**config.mk**
```make
export PLATFORM = sky130hd
export DESIGN_NAME = jt10_adpcm_rom_bridge
export DESIGN_NICKNAME = d
export VERILOG_FILES = /design/src/rtl/jt10_adpcm_rom_bridge.sv
export SDC_FILE = /design/constraint.sdc
export NUM_CORES = 1
export LEC_CHECK = 0
export CORE_MARGIN = 2
export CORE_UTILIZATION = 50
export CTS_CLUSTER_DIAMETER = 50
export DETAILED_ROUTE_END_ITERATION = 6
export PLACE_DENSITY = 0.72
export SETUP_SLACK_MARGIN = 0.3
export SLEW_MARGIN = 20
export SYNTH_ARGS = -nofsm -noshare
export SYNTH_HDL_FRONTEND = slang
export SYNTH_SLANG_ARGS = --single-unit
```
**constraint.sdc**
```tcl
create_clock -name clk -period 4.9 [get_ports clk]
set_input_delay 0.98 -clock clk [delete_from_list [all_inputs] [get_ports clk]]
set_output_delay 0.98 -clock clk [all_outputs]
set_load 0.03 [all_outputs]
```
**src/rtl/jt10_adpcm_rom_bridge.sv**
```systemverilog
// Bridges the YM2610 ADPCM-A/B ROM byte fetches onto one shared 16-bit memory read port,
// with a one-word cache per channel and a round-robin arbiter serialising the misses.
module jt10_adpcm_rom_bridge #(
    parameter int          MEM_AW = 24,
    parameter logic [24:0] A_BASE = 25'h0000000,
    parameter logic [24:0] B_BASE = 25'h1000000
) (
    input  logic              clk,
    input  logic              rst_n,
    input  logic [19:0]       adpcma_addr,
    input  logic [4:0]        adpcma_bank,
    input  logic              adpcma_roe_n,
    output logic [7:0]        adpcma_data,
    input  logic [23:0]       adpcmb_addr,
    input  logic              adpcmb_roe_n,
    output logic [7:0]        adpcmb_data,
    output logic              mem_req,
    output logic [MEM_AW-1:0] mem_addr,
    input  logic              mem_ack,
    input  logic              mem_valid,
    input  logic [15:0]       mem_rdata,
    output logic              busy
);
    localparam int CH_A = 0;
    localparam int CH_B = 1;

    typedef enum logic [1:0] {
        ST_IDLE = 2'd0,
        ST_REQ  = 2'd1,
        ST_WAIT = 2'd2
    } state_t;

    function automatic logic [7:0] pick_byte(input logic [15:0] word, input logic bsel);
        logic [7:0] b;
        if (bsel) begin
            b = word[15:8];
        end else begin
            b = word[7:0];
        end
        return b;
    endfunction

    // Address mapping (channel index 0 = ADPCM-A, 1 = ADPCM-B)
    logic [24:0]              a_byte_s;
    logic [24:0]              b_byte_s;
    logic [23:0]              a_wfull_s;
    logic [23:0]              b_wfull_s;
    logic [1:0][MEM_AW-1:0]   waddr_s;
    logic [1:0]               bsel_s;
    logic [1:0]               roe_n_s;

    assign a_byte_s        = A_BASE + {adpcma_bank, adpcma_addr};
    assign b_byte_s        = B_BASE + {1'b0, adpcmb_addr};
    assign a_wfull_s       = a_byte_s[24:1];
    assign b_wfull_s       = b_byte_s[24:1];
    assign waddr_s[CH_A]   = a_wfull_s[MEM_AW-1:0];
    assign waddr_s[CH_B]   = b_wfull_s[MEM_AW-1:0];
    assign bsel_s          = {b_byte_s[0], a_byte_s[0]};
    assign roe_n_s         = {adpcmb_roe_n, adpcma_roe_n};

    // Arbiter state
    state_t              state_r, state_n;
    logic                owner_r, owner_n;
    logic                rr_r, rr_n;
    logic                mem_req_r, mem_req_n;
    logic [MEM_AW-1:0]   mem_addr_r, mem_addr_n;
    logic                busy_r;
    logic                grant_s, pick_s, done_s;

    // Per-channel state
    logic [1:0]              prev_roe_r, prev_roe_n;
    logic [1:0][MEM_AW-1:0]  last_waddr_r, last_waddr_n;
    logic [1:0]              pend_r, pend_n;
    logic [1:0]              stale_r, stale_n;
    logic [1:0][MEM_AW-1:0]  req_waddr_r, req_waddr_n;
    logic [1:0]              req_bsel_r, req_bsel_n;
    logic [1:0][15:0]        cache_word_r, cache_word_n;
    logic [1:0][MEM_AW-1:0]  cache_tag_r, cache_tag_n;
    logic [1:0]              cache_vld_r, cache_vld_n;
    logic [1:0][7:0]         dout_r, dout_n;
    logic [1:0]              trig_s, hit_s, fly_s, cmp_s;

    // Arbiter next state: grant a pending channel, hold the request until ack, await data
    always_comb begin
        state_n    = state_r;
        owner_n    = owner_r;
        rr_n       = rr_r;
        mem_req_n  = mem_req_r;
        mem_addr_n = mem_addr_r;
        grant_s    = 1'b0;
        pick_s     = 1'b0;
        done_s     = 1'b0;
        case (state_r)
            ST_IDLE: begin
                if (|pend_r) begin
                    grant_s = 1'b1;
                    // rr_r only advances on contested grants so A wins the first tie
                    if (&pend_r) begin
                        pick_s = rr_r;
                        rr_n   = ~rr_r;
                    end else begin
                        pick_s = pend_r[CH_B];
                    end
                    owner_n    = pick_s;
                    mem_addr_n = req_waddr_r[pick_s];
                    mem_req_n  = 1'b1;
                    state_n    = ST_REQ;
                end else begin
                    state_n = ST_IDLE;
                end
            end
            ST_REQ: begin
                if (mem_ack) begin
                    mem_req_n = 1'b0;
                    if (mem_valid) begin
                        done_s  = 1'b1;
                        state_n = ST_IDLE;
                    end else begin
                        state_n = ST_WAIT;
                    end
                end else begin
                    state_n = ST_REQ;
                end
            end
            ST_WAIT: begin
                if (mem_valid) begin
                    done_s  = 1'b1;
                    state_n = ST_IDLE;
                end else begin
                    state_n = ST_WAIT;
                end
            end
            default: begin
                state_n   = ST_IDLE;
                mem_req_n = 1'b0;
            end
        endcase
    end

    // Channel next state: trigger detection, cache hit service, miss capture, completion
    always_comb begin
        prev_roe_n   = prev_roe_r;
        last_waddr_n = last_waddr_r;
        pend_n       = pend_r;
        stale_n      = stale_r;
        req_waddr_n  = req_waddr_r;
        req_bsel_n   = req_bsel_r;
        cache_word_n = cache_word_r;
        cache_tag_n  = cache_tag_r;
        cache_vld_n  = cache_vld_r;
        dout_n       = dout_r;
        trig_s       = 2'b00;
        hit_s        = 2'b00;
        fly_s        = 2'b00;
        cmp_s        = 2'b00;
        for (int ch = 0; ch < 2; ch++) begin
            trig_s[ch] = !roe_n_s[ch] &&
                         (prev_roe_r[ch] || (waddr_s[ch] != last_waddr_r[ch]));
            hit_s[ch]  = trig_s[ch] && !pend_r[ch] && cache_vld_r[ch] &&
                         (waddr_s[ch] == cache_tag_r[ch]);
            // The grant cycle counts as in flight: mem_addr is already loaded from the old capture
            fly_s[ch]  = ((state_r != ST_IDLE) && (owner_r == 1'(ch))) ||
                         (grant_s && (pick_s == 1'(ch)));
            cmp_s[ch]  = done_s && (owner_r == 1'(ch));
            prev_roe_n[ch] = roe_n_s[ch];

            if (cmp_s[ch]) begin
                cache_word_n[ch] = mem_rdata;
                cache_tag_n[ch]  = mem_addr_r;
                cache_vld_n[ch]  = 1'b1;
                stale_n[ch]      = 1'b0;
                if (!stale_r[ch] && !trig_s[ch]) begin
                    dout_n[ch] = pick_byte(mem_rdata, req_bsel_r[ch]);
                    pend_n[ch] = 1'b0;
                end else begin
                    pend_n[ch] = 1'b1;
                end
            end else begin
                cache_vld_n[ch] = cache_vld_r[ch];
            end

            if (trig_s[ch]) begin
                last_waddr_n[ch] = waddr_s[ch];
                if (hit_s[ch]) begin
                    dout_n[ch] = pick_byte(cache_word_r[ch], bsel_s[ch]);
                end else begin
                    req_waddr_n[ch] = waddr_s[ch];
                    req_bsel_n[ch]  = bsel_s[ch];
                    pend_n[ch]      = 1'b1;
                    if (fly_s[ch] && !cmp_s[ch]) begin
                        stale_n[ch] = 1'b1;
                    end else begin
                        stale_n[ch] = stale_n[ch];
                    end
                end
            end else begin
                last_waddr_n[ch] = last_waddr_n[ch];
            end
        end
    end

    // Arbiter registers and busy flag
    always_ff @(posedge clk or negedge rst_n) begin
        if (!rst_n) begin
            state_r    <= ST_IDLE;
            owner_r    <= 1'b0;
            rr_r       <= 1'b0;
            mem_req_r  <= 1'b0;
            mem_addr_r <= {MEM_AW{1'b0}};
            busy_r     <= 1'b0;
        end else begin
            state_r    <= state_n;
            owner_r    <= owner_n;
            rr_r       <= rr_n;
            mem_req_r  <= mem_req_n;
            mem_addr_r <= mem_addr_n;
            busy_r     <= (state_n != ST_IDLE) || (|pend_n);
        end
    end

    // Channel registers
    always_ff @(posedge clk or negedge rst_n) begin
        if (!rst_n) begin
            prev_roe_r   <= 2'b11;
            last_waddr_r <= '0;
            pend_r       <= 2'b00;
            stale_r      <= 2'b00;
            req_waddr_r  <= '0;
            req_bsel_r   <= 2'b00;
            cache_word_r <= '0;
            cache_tag_r  <= '0;
            cache_vld_r  <= 2'b00;
            dout_r       <= '0;
        end else begin
            prev_roe_r   <= prev_roe_n;
            last_waddr_r <= last_waddr_n;
            pend_r       <= pend_n;
            stale_r      <= stale_n;
            req_waddr_r  <= req_waddr_n;
            req_bsel_r   <= req_bsel_n;
            cache_word_r <= cache_word_n;
            cache_tag_r  <= cache_tag_n;
            cache_vld_r  <= cache_vld_n;
            dout_r       <= dout_n;
        end
    end

    assign adpcma_data = dout_r[CH_A];
    assign adpcmb_data = dout_r[CH_B];
    assign mem_req     = mem_req_r;
    assign mem_addr    = mem_addr_r;
    assign busy        = busy_r;

endmodule

```
==> results.toml <==
[clock_tree]
clk_pin_slew_ns = 0.06
cts_root_buffer = "clkbuf_16"
cts_resized = 0
clk_latency_ns = 0.52
cts_buffers = 26
cts-hold-fix-buffers = 0
cts_buffer_depth = 3
cts_tree = "yes"
cts_setup_buffers = 0
h-tree-depth = 1
numClockSinks = 232

[sta]
rsz0062_at_grt = "no"
clock_skew_ns = 0.01440
timing.hold.ws_ns = 0.4581
fmax_ghz = 0.2839
setup_viol = 0
slew_viol_final = 0
final_hold_viol_count = 0
period_minus_slack_ns = 3.522
relSlewSlack = 0.2850
finalSetupTns_ns = 0
fin_crit_sh = 0.7188
tightest_slew_ns = 1.068

[setup_path]
crit_type = "input pin to register"
start_kind = "input pin"
arrival_ns = 3.92
crit_path_max_fanout = 16
critPathRequiredTime_ns = 5.30
cp-end-kind = "register"

[final_layout]
multi_input_area_sq_um = 4452
fin_util = 0.6285
n_antenna_cell = 0
drive_gt1_frac = 0.1913
mostFrequentLayoutCells = "dfrtp_1, nand2_1, mux2_2, clkdlybuf4s50_1, mux2i_1"
nets = 1043
final_common_cell = "dfrtp_1"
nFillCells = 1601
final_area_sq_um = 12800
register_area_sq_um = 5808
area_delta_synth_final_pct = 22.74

[synth]
synth-seq-cells = 232
ys_warn_count = 0
synth_area_sq_um = 10430
synth_area_leader_cell = "dfrtp_1"
netlist_instances = 851
ys_types = 40
syn_avg_cell_area_sq_um = 12.25
syn-num-nets = 926
synth_top_area_share = 0.5520
synth_seq_area_share = 0.5570
ys_top_cells_by_area = "dfrtp_1, mux2_2, mux2i_1, xnor2_1, nand2_1"

[routing]
viasPerCell = 5.324
vias = 6698
drt_first_pass_iters = 4
routed_wl_mm = 24.09
post_drt_wl_per_cell_um = 19.15
drcViolationCount = 0
drt_iter0_markers = 336
detail-route-antenna-nets = 0

[outcome]
outcome = "completed"

[place]
dp_hpwl_mm = 17.07
dpl_cell_area_sq_um = 11880
io_buffers = 112
gp_congestion = 0.8105

[global_route]
grt_max_degree = 125
grt_antenna_before_repair = 0
grt_pass1_vias = 6825
track_usage = 0.2259
grt_pass1_wl_mm = 38.61
overflow = 0

[floorplan]
io_pins = 113
die_h_um = 148.4
start_util = 0.5120
row_count = 52
die_x_um = 148.4
dieArea_sq_um = 22030
core_sq_um = 20360

[pwr]
powerDensity_nw_per_um2 = 544.6
peakVddDrop_mv = 0.2886
power_leakage_nw = 5.700

[job]
maxCapViolCount = 0

[hold_path]
hold_class = "register to register"
synthesized netlist by cell type:
library cell / instances
mux2_1: 38
inv_1: 7
a31oi_1: 3
nor4_1: 6
mux2i_1: 72
or2_2: 3
dfrtp_1: 230
a211o_1: 1
xor2_1: 25
or4_1: 1
a222oi_1: 1
ha_1: 4
nand2b_1: 5
a21oi_1: 5
or3_1: 1
o31a_1: 1
nor3_1: 5
nand3_1: 2
buf_2: 7
or2_1: 1
nor4_2: 1
xnor2_1: 67
nor3b_1: 1
dfstp_2: 2
o2111a_1: 1
o21ai_0: 29
nor2_1: 9
buf_1: 9
mux2_2: 111
clkbuf_1: 23
and2_1: 2
inv_2: 1
a41oi_1: 1
a21oi_2: 1
nand4b_1: 1
nand2_1: 152
o21ba_2: 1
nand4_1: 18
nor2b_1: 2
buf_6: 1
metrics by stage:
| stage | std cells | total power, W | setup WS [ns] |
|---|---|---|---|
| 3_3_place_gp | 1210 | 0.004918 | 0.9225 |
| 4_1_cts | 1258 | 0.007023 | 1.391 |
| 3_5_place_dp | 1210 | 0.004975 | 0.8512 |
| 2_1_floorplan | 851 | 0.004151 | 2.026 |
| 6_report | 1258 | 0.006970 | 1.378 |
| 5_1_grt | 1258 | 0.007340 | 1.260 |
critical path, stage by stage:
cell             delay, ns
clkdlybuf4s50_1       0.54
xnor2_1               0.19
nand4_1               0.13
nor4_2                0.08
a21oi_2               0.51
and2_1                0.78
buf_4                 0.34
mux2_2                0.36
worst paths after layout:
check	slack, ns	from	to	cells after the start
setup / recovery	1.38	adpcmb_addr[9]	req_waddr_r[26]$_DFFE_PN0P_	8
hold / removal	0.46	cache_vld_r[0]$_DFFE_PN0P_	cache_vld_r[0]$_DFFE_PN0P_	1
setup reg to reg	2.01	prev_roe_r[1]$_DFF_PN1_	req_waddr_r[26]$_DFFE_PN0P_	7
hold reg to reg	0.46	cache_vld_r[0]$_DFFE_PN0P_	cache_vld_r[0]$_DFFE_PN0P_	1
max in group asynchronous	3.36	rst_n	prev_roe_r[0]$_DFF_PN1_	2
min in group asynchronous	0.57	rst_n	req_waddr_r[29]$_DFFE_PN0P_	1
registers in the layout, indices dropped and copies added, names as in the netlist:
signal and flops:
rr_r 1, pend_r 2, prev_roe_r 2, stale_r 2
cache_word_r 32, last_waddr_r 48, cache_vld_r 2, req_waddr_r 48
owner_r 1, mem_req 1, adpcma_data 8, state_r 2
mem_addr 24, req_bsel_r 2, cache_tag_r 48, busy 1
adpcmb_data 8
logic make-up (layout without fill, tap and decap cells):
family / after synthesis / in the layout / synth area share
fa+ha+maj: 4 / 4 / 0.004800
flops: 232 / 232 / 0.5570
buf+inv: 48 / 185 / 0.01884
simple gates: 210 / 210 / 0.08759
mux: 221 / 221 / 0.2300
xor+xnor: 92 / 92 / 0.07727
compound gates: 44 / 44 / 0.02448
cell type report:
type / instances / share of cell area
multi-input combinational: 571 / 0.3478
sequential: 232 / 0.4538
inverter: 8 / 0.002346
clock inverter: 14 / 0.01212
tap: 270 / 0.02640
timing repair buffer: 129 / 0.09796
clock buffer: 34 / 0.05954
power by group:
| group | leakage [nW] | switching [W] | internal [W] | total, W |
|---|---|---|---|---|
| sequential | 2.81 | 0.000476 | 0.00248 | 0.00295 |
| clock | 0.460 | 0.000777 | 0.00125 | 0.00203 |
| combinational | 2.43 | 0.00104 | 0.000946 | 0.00199 |
| total | 5.70 | 0.00229 | 0.00468 | 0.00697 |
layer usage:
layer | GRT usage | share of wire | up-vias
met5 | 0 | 0 | -
met4 | 0.05714 | 0.023 | 0
met1 | 0.3448 | 0.49 | 3347
li1 | - | - | 3154
met3 | 0.03067 | 0.043 | 40
met2 | 0.3442 | 0.44 | 157
Note: power is estimated with default switching activity, not from simulation.
